[src/rtl/mem_access_unit_if.sv]
// rtl/mem_access_unit_if.sv - request/response and data-memory bundle for mem_access_unit
interface mem_access_unit_if;
  logic        req_valid;
  logic        req_ready;
  logic        req_wr;
  logic [1:0]  req_size;
  logic        req_signed;
  logic [31:0] req_addr;
  logic [31:0] req_wdata;
  logic        resp_valid;
  logic [31:0] resp_rdata;
  logic        resp_err;
  logic        memRd;
  logic        memWr;
  logic [31:0] memAccessAdr;
  logic [31:0] memWriteData;
  logic [31:0] memReadData;

  // The unit side: takes requests, answers them and drives the data memory.
  modport slave (
    input  req_valid, req_wr, req_size, req_signed, req_addr, req_wdata, memReadData,
    output req_ready, resp_valid, resp_rdata, resp_err,
    output memRd, memWr, memAccessAdr, memWriteData
  );

  // The environment side: the core issuing requests plus the word memory.
  modport master (
    output req_valid, req_wr, req_size, req_signed, req_addr, req_wdata, memReadData,
    input  req_ready, resp_valid, resp_rdata, resp_err,
    input  memRd, memWr, memAccessAdr, memWriteData
  );
endinterface

[src/rtl/mem_access_unit.sv]
// rtl/mem_access_unit.sv - byte/half/word load-store front end with RMW for a word-only data memory
module mem_access_unit #(
  parameter int ADDR_BITS = 10
) (
  input logic              clk,
  input logic              rst,
  mem_access_unit_if.slave bus
);

  localparam logic [1:0] SZ_BYTE = 2'b00;
  localparam logic [1:0] SZ_HALF = 2'b01;
  localparam logic [1:0] SZ_WORD = 2'b10;
  localparam logic [31:0] ADDR_MASK = ~((32'd1 << ADDR_BITS) - 32'd1);

  typedef enum logic [1:0] {IDLE, READ, WRITE, RESP} state_t;

  state_t      state;
  state_t      next_state;

  logic        lat_wr;
  logic [1:0]  lat_size;
  logic        lat_signed;
  logic [1:0]  lat_lo;
  logic [15:0] lat_wdata;

  logic        mem_rd;
  logic        mem_wr;
  logic [31:0] mem_adr;
  logic [31:0] mem_wdata;
  logic        resp_valid;
  logic [31:0] resp_rdata;
  logic        resp_err;

  logic        req_ready;
  logic        accept;
  logic        req_err;

  function automatic logic [31:0] extract(input logic [31:0] word, input logic [1:0] size,
                                          input logic [1:0] lo, input logic sgn);
    logic [7:0]  b;
    logic [15:0] h;
    logic [31:0] r;
    case (lo)
      2'd0:    b = word[7:0];
      2'd1:    b = word[15:8];
      2'd2:    b = word[23:16];
      default: b = word[31:24];
    endcase
    h = lo[1] ? word[31:16] : word[15:0];
    case (size)
      SZ_BYTE: r = {{24{sgn & b[7]}}, b};
      SZ_HALF: r = {{16{sgn & h[15]}}, h};
      default: r = word;
    endcase
    return r;
  endfunction

  function automatic logic [31:0] merge(input logic [31:0] word, input logic [15:0] data,
                                        input logic [1:0] size, input logic [1:0] lo);
    logic [31:0] r;
    r = word;
    if (size == SZ_BYTE) begin
      case (lo)
        2'd0:    r[7:0]   = data[7:0];
        2'd1:    r[15:8]  = data[7:0];
        2'd2:    r[23:16] = data[7:0];
        default: r[31:24] = data[7:0];
      endcase
    end else if (lo[1]) begin
      r[31:16] = data;
    end else begin
      r[15:0] = data;
    end
    return r;
  endfunction

  // Held low while reset is asserted so nothing is accepted during reset.
  assign req_ready = (state == IDLE) && rst;
  assign accept    = bus.req_valid && req_ready;

  assign req_err = (bus.req_size == 2'b11)
                 || ((bus.req_size == SZ_HALF) && bus.req_addr[0])
                 || ((bus.req_size == SZ_WORD) && (bus.req_addr[1:0] != 2'b00))
                 || (|(bus.req_addr & ADDR_MASK));

  always_ff @(posedge clk) begin
    if (!rst) begin
      state <= IDLE;
    end else begin
      state <= next_state;
    end
  end

  always_comb begin
    next_state = state;
    case (state)
      IDLE: begin
        if (accept) begin
          if (req_err)
            next_state = RESP;
          else if (bus.req_wr && (bus.req_size == SZ_WORD))
            next_state = WRITE;
          else
            next_state = READ;
        end
      end
      READ:    next_state = lat_wr ? WRITE : RESP;
      WRITE:   next_state = RESP;
      default: next_state = IDLE;
    endcase
  end

  // Strobes and response flags are registered images of the state being entered.
  always_ff @(posedge clk) begin
    if (!rst) begin
      lat_wr     <= 1'b0;
      lat_size   <= 2'b00;
      lat_signed <= 1'b0;
      lat_lo     <= 2'b00;
      lat_wdata  <= 16'h0;
      mem_rd     <= 1'b0;
      mem_wr     <= 1'b0;
      mem_adr    <= 32'h0;
      mem_wdata  <= 32'h0;
      resp_valid <= 1'b0;
      resp_rdata <= 32'h0;
      resp_err   <= 1'b0;
    end else begin
      mem_rd     <= (next_state == READ);
      mem_wr     <= (next_state == WRITE);
      resp_valid <= (next_state == RESP);

      if (accept) begin
        lat_wr     <= bus.req_wr;
        lat_size   <= bus.req_size;
        lat_signed <= bus.req_signed;
        lat_lo     <= bus.req_addr[1:0];
        lat_wdata  <= bus.req_wdata[15:0];
        if (!req_err) begin
          mem_adr <= {bus.req_addr[31:2], 2'b00};
          if (bus.req_wr && (bus.req_size == SZ_WORD))
            mem_wdata <= bus.req_wdata;
        end
      end

      if ((state == READ) && lat_wr)
        mem_wdata <= merge(bus.memReadData, lat_wdata, lat_size, lat_lo);

      if (next_state == RESP) begin
        resp_err   <= (state == IDLE) && req_err;
        resp_rdata <= ((state == READ) && !lat_wr)
                      ? extract(bus.memReadData, lat_size, lat_lo, lat_signed) : 32'h0;
      end
    end
  end

  assign bus.req_ready    = req_ready;
  assign bus.resp_valid   = resp_valid;
  assign bus.resp_rdata   = resp_rdata;
  assign bus.resp_err     = resp_err;
  assign bus.memRd        = mem_rd;
  assign bus.memWr        = mem_wr;
  assign bus.memAccessAdr = mem_adr;
  assign bus.memWriteData = mem_wdata;

endmodule

[src/flat_wrapper.sv]
// flat-port wrapper written by rule: the top's interface ports become plain ports
module mem_access_unit_flat 
#(
  parameter int ADDR_BITS = 10
)
  (clk, rst, bus_req_valid, bus_req_wr, bus_req_size, bus_req_signed, bus_req_addr, bus_req_wdata, bus_memReadData, bus_req_ready, bus_resp_valid, bus_resp_rdata, bus_resp_err, bus_memRd, bus_memWr, bus_memAccessAdr, bus_memWriteData);
  mem_access_unit_if bus_i ();
  input logic clk;
  input logic rst;
  input wire logic [$bits(bus_i.req_valid)-1:0] bus_req_valid;
  input wire logic [$bits(bus_i.req_wr)-1:0] bus_req_wr;
  input wire logic [$bits(bus_i.req_size)-1:0] bus_req_size;
  input wire logic [$bits(bus_i.req_signed)-1:0] bus_req_signed;
  input wire logic [$bits(bus_i.req_addr)-1:0] bus_req_addr;
  input wire logic [$bits(bus_i.req_wdata)-1:0] bus_req_wdata;
  input wire logic [$bits(bus_i.memReadData)-1:0] bus_memReadData;
  output wire logic [$bits(bus_i.req_ready)-1:0] bus_req_ready;
  output wire logic [$bits(bus_i.resp_valid)-1:0] bus_resp_valid;
  output wire logic [$bits(bus_i.resp_rdata)-1:0] bus_resp_rdata;
  output wire logic [$bits(bus_i.resp_err)-1:0] bus_resp_err;
  output wire logic [$bits(bus_i.memRd)-1:0] bus_memRd;
  output wire logic [$bits(bus_i.memWr)-1:0] bus_memWr;
  output wire logic [$bits(bus_i.memAccessAdr)-1:0] bus_memAccessAdr;
  output wire logic [$bits(bus_i.memWriteData)-1:0] bus_memWriteData;
  assign bus_i.req_valid = bus_req_valid;
  assign bus_i.req_wr = bus_req_wr;
  assign bus_i.req_size = bus_req_size;
  assign bus_i.req_signed = bus_req_signed;
  assign bus_i.req_addr = bus_req_addr;
  assign bus_i.req_wdata = bus_req_wdata;
  assign bus_i.memReadData = bus_memReadData;
  assign bus_req_ready = bus_i.req_ready;
  assign bus_resp_valid = bus_i.resp_valid;
  assign bus_resp_rdata = bus_i.resp_rdata;
  assign bus_resp_err = bus_i.resp_err;
  assign bus_memRd = bus_i.memRd;
  assign bus_memWr = bus_i.memWr;
  assign bus_memAccessAdr = bus_i.memAccessAdr;
  assign bus_memWriteData = bus_i.memWriteData;
  mem_access_unit #(.ADDR_BITS(ADDR_BITS)) u_core (.clk(clk), .rst(rst), .bus(bus_i));
endmodule
[config.mk]
export PLATFORM = sky130hd
export DESIGN_NAME = mem_access_unit_flat
export DESIGN_NICKNAME = d
export VERILOG_FILES = /design/src/rtl/mem_access_unit_if.sv /design/src/rtl/mem_access_unit.sv /design/src/flat_wrapper.sv
export SDC_FILE = /design/constraint.sdc
export NUM_CORES = 1
export LEC_CHECK = 0
export ABC_AREA = 1
export BUFFER_PORTS_ARGS = -buffer_cell sky130_fd_sc_hd__buf_2
export CAP_MARGIN = 20
export CORE_MARGIN = 5
export CORE_UTILIZATION = 30
export DETAILED_ROUTE_END_ITERATION = 6
export HOLD_SLACK_MARGIN = 0.05
export PLACE_DENSITY = 0.54
export SLEW_MARGIN = 5
export SYNTH_ARGS = -nofsm -noshare
export SYNTH_HDL_FRONTEND = slang
export SYNTH_SLANG_ARGS = --single-unit
[constraint.sdc]
create_clock -name clk -period 1.7 [get_ports clk]
set_input_delay 0 -clock clk [delete_from_list [all_inputs] [get_ports clk]]
set_output_delay 0 -clock clk [all_outputs]
set_load 0.01 [all_outputs]
==> flow_metrics.env <==
export IMPL_run_status="complete, but fails checks"
export IMPL_failed_checks="negative setup slack"
export IMPL_crit_path_max_fanout=8
export IMPL_route_antenna_remaining_nets=0
export IMPL_detailedPlace_worstSlack_ns=-0.0600
export IMPL_diodes=0
export IMPL_drt_wirelength_per_cell_um=17.0
export IMPL_dp_hpwl_um=17800
export IMPL_die_area_um2=23900
export IMPL_grt_pass1_wl_um=38000
export IMPL_synth_top_area_share_pct=39.0
export IMPL_cts_reportedPaths_clkPinSlew_ns=0.06
export IMPL_rows=52
export IMPL_power_per_cell_area_nw_per_um2=1210
export IMPL_final_cell_mix="sky130_fd_sc_hd__buf_2, sky130_fd_sc_hd__nand2_1, sky130_fd_sc_hd__o21ai_0"
export IMPL_yosysWarningCount=0
export IMPL_clk_root_buffer_cell="sky130_fd_sc_hd__clkbuf_16"
export IMPL_yosys_top_cells_area="sky130_fd_sc_hd__dfxtp_1, sky130_fd_sc_hd__nand2_1, sky130_fd_sc_hd__o21ai_0"
export IMPL_max_cap_violations=0
export IMPL_final_setup_worst_slack_ns=-0.0171
export IMPL_period_share_pct=101
export IMPL_yosysUniqueCellTypes=33
export IMPL_setup_worst_path_class="flop to flop"
export IMPL_cts_num_sinks=122
export IMPL_tritoncts_clock_tree="done"
export IMPL_fillerInstances=2105
export IMPL_max_vdd_ir_drop_v=0.000726
export IMPL_worst_path_max_delay_cell="sky130_fd_sc_hd__dfxtp_2"
export IMPL_holdWs_ns=0.0764
export IMPL_grt_overflow_total=0
export IMPL_finish_net_count=1288
export IMPL_worst_setup_path_start_kind="flop"
export IMPL_min_path_type="primary input to flop"
export IMPL_synthesis_instances=892
export IMPL_end_kind="flop"
export IMPL_cts_root_to_sink_buffers=2
export IMPL_dr_vias_cell=4.93
export IMPL_detailedRoute_firstPassIterationCount=5
export IMPL_placed_cells_incl_taps=1348
export IMPL_commonest_non_fill_non_tap_cell_in_the_layout="sky130_fd_sc_hd__buf_2"
export IMPL_path_cells="inv_2 > ha_4 > nand2_2 > inv_2 > nand2_4 > inv_4 > nand3_2 > nand2_2 > nand2_4 > nand3_4 > nor2_4 > nand2_1 > nand2_1"
export IMPL_h_tree_level_count=4
export IMPL_setup_violations_final=8
export IMPL_final_min_clock_period_ns=1.72
export IMPL_layout_drive_gt1_share_pct=30.4
export IMPL_die_width_um=155
export IMPL_layoutNonFillerInstCount=1464
export IMPL_globalplace_congestion=0.877
export IMPL_sequential_element_share_of_the_synthesized_area_pct=39.0
export IMPL_maxSlewViolCount=0
export IMPL_vias=7221
export IMPL_syn_to_final_growth_pct=48.4
export IMPL_timing_final_hold_violations=0
export IMPL_grt_pass1_vias=6929
export IMPL_largest_area_contributor_in_the_netlist="sky130_fd_sc_hd__dfxtp_1"
export IMPL_fp_coreArea_um2=20400
export IMPL_buffer_ports_inserted=201
export IMPL_antenna_violations_before_repair=0
export IMPL_p_leak_nw=4.35
export IMPL_initial_utilization_pct=30.7
export IMPL_finClkSkew_ns=0.0104
export IMPL_post_synth_cell_area_avg_um2=7.02
export IMPL_drt_total_wl_um=24800
export IMPL_post_synth_instance_area_um2=6260
export IMPL_cp_required_ns=2.08
export IMPL_io_pin_count=204
export IMPL_grt_total_usage_pct=20.0
export IMPL_crit_arrival_ns=2.10
export IMPL_critical_path_max_stage_delay_ns=0.35
export IMPL_drc=0
export IMPL_unrepaired_setup_endpoints_after_global_routing="true"
export IMPL_fmaxAchievable_mhz=582
export IMPL_cts_inserted_buffers=17
export IMPL_synth_seq_cells=122
export IMPL_largest_net_degree_at_the_start_of_global_routing=50
export IMPL_worstSkewPairLatency_ns=0.44
export IMPL_chipHeight_um=155
export IMPL_drt_iter0_drc=566
[state kept, by name, indices dropped and copies added, names as in the netlist]
| name | flops |
|---|---|
| u_core.bus.memAccessAdr | 30 |
| u_core.bus.memRd | 1 |
| u_core.bus.memWr | 1 |
| u_core.bus.memWriteData | 32 |
| u_core.bus.resp_err | 1 |
| u_core.bus.resp_rdata | 32 |
| u_core.bus.resp_valid | 1 |
| u_core.lat_lo | 2 |
| u_core.lat_signed | 1 |
| u_core.lat_size | 2 |
| u_core.lat_wdata | 16 |
| u_core.lat_wr | 1 |
| u_core.state | 2 |
[layout make-up]
type / count / area, um2 / area share (%)
clock inverter: 15 / 150 / 1.62
timing repair buffer: 336 / 2350 / 25.2
clock buffer: 17 / 425 / 4.58
sequential: 122 / 2450 / 26.3
multi-input combinational: 648 / 3370 / 36.2
tap: 270 / 338 / 3.63
inverter: 55 / 219 / 2.36
timing repair inverter: 1 / 5.00 / 0.0538
[cells in the mapped netlist, drive strengths merged]
| cell type | count |
|---|---|
| nand3 | 65 |
| nand3b | 1 |
| nand2 | 190 |
| dfxtp | 122 |
| conb | 1 |
| nor2 | 87 |
| o21ai | 147 |
| o211ai | 23 |
| a211oi | 18 |
| clkinv | 2 |
| nor3 | 4 |
| a31oi | 16 |
| o221ai | 4 |
| or2 | 1 |
| a21oi | 85 |
| inv | 53 |
| ha | 4 |
| clkbuf | 36 |
| buf | 33 |
[kinds of logic (layout without fill, tap and decap cells)]
family / after synthesis / after routing / share of synthesized area, %
simple gates: 348 / 349 / 24.4
compound gates: 293 / 293 / 26.3
fa+ha+maj: 4 / 4 / 0.799
buf+inv: 124 / 424 / 9.47
other cells: 1 / 2 / 0.0599
flops: 122 / 122 / 39.0
[worst max-delay path: cells and delay by family, from the launching register on]
family | cells | cell delay (ns)
buffers and inverters | 3 | 0.16
DFF | 1 | 0.35
and+or+nand+nor | 9 | 0.98
adders and majority gates | 1 | 0.16
[routing by layer]
metal	GRT usage [%]	part of all wire (%)	up-vias
li1	-	-	3611
met1	26.3	44	3304
met2	32.6	46	278
met3	5.36	8.2	28
met4	5.42	1.6	0
met5	0	0	-
[final timing paths]
kind	start	endpoint	slack [ns]	cells past startpoint
max	u_core.state[0]	u_core.bus.resp_rdata[17]	-0.02	13
min	bus_memReadData[2]	u_core.bus.resp_rdata[2]	0.08	5
max reg2reg	u_core.state[0]	u_core.bus.resp_rdata[17]	-0.02	13
min reg2reg	u_core.bus.memAccessAdr[19]	u_core.bus.memAccessAdr[19]	0.43	2
[report_power, final]
| group | leakage (nW) | switching [mW] | internal (mW) |
|---|---|---|---|
| clock network | 0.283 | 1.58 | 2.06 |
| registers | 0.989 | 0.200 | 3.15 |
| logic | 3.08 | 2.57 | 1.67 |
| total | 4.35 | 4.34 | 6.89 |
[metrics by stage]
step	setup TNS, ns	total power, mW	util (%)	instance area [um2]
after floorplan	0	5.83	-	6270
after global placement	-0.0427	7.09	37.8	7730
after detailed placement	-0.0756	7.10	37.8	7730
after CTS	-0.0112	11.0	44.4	9080
after global routing	-2.96	11.9	45.5	9300
final	-0.0576	11.2	45.5	9300
[timing repair]
action | in CTS | in global routing
setup buffers | 1 | 6
endpoints found under the hold margin | 89 | 0
pin swaps | 1 | 14
resized for setup | 4 | 35
gates cloned | 0 | 3
hold buffers | 74 | 0
setup endpoints to repair | 21 | 95
No activity file was read; power rests on OpenSTA's default activity.
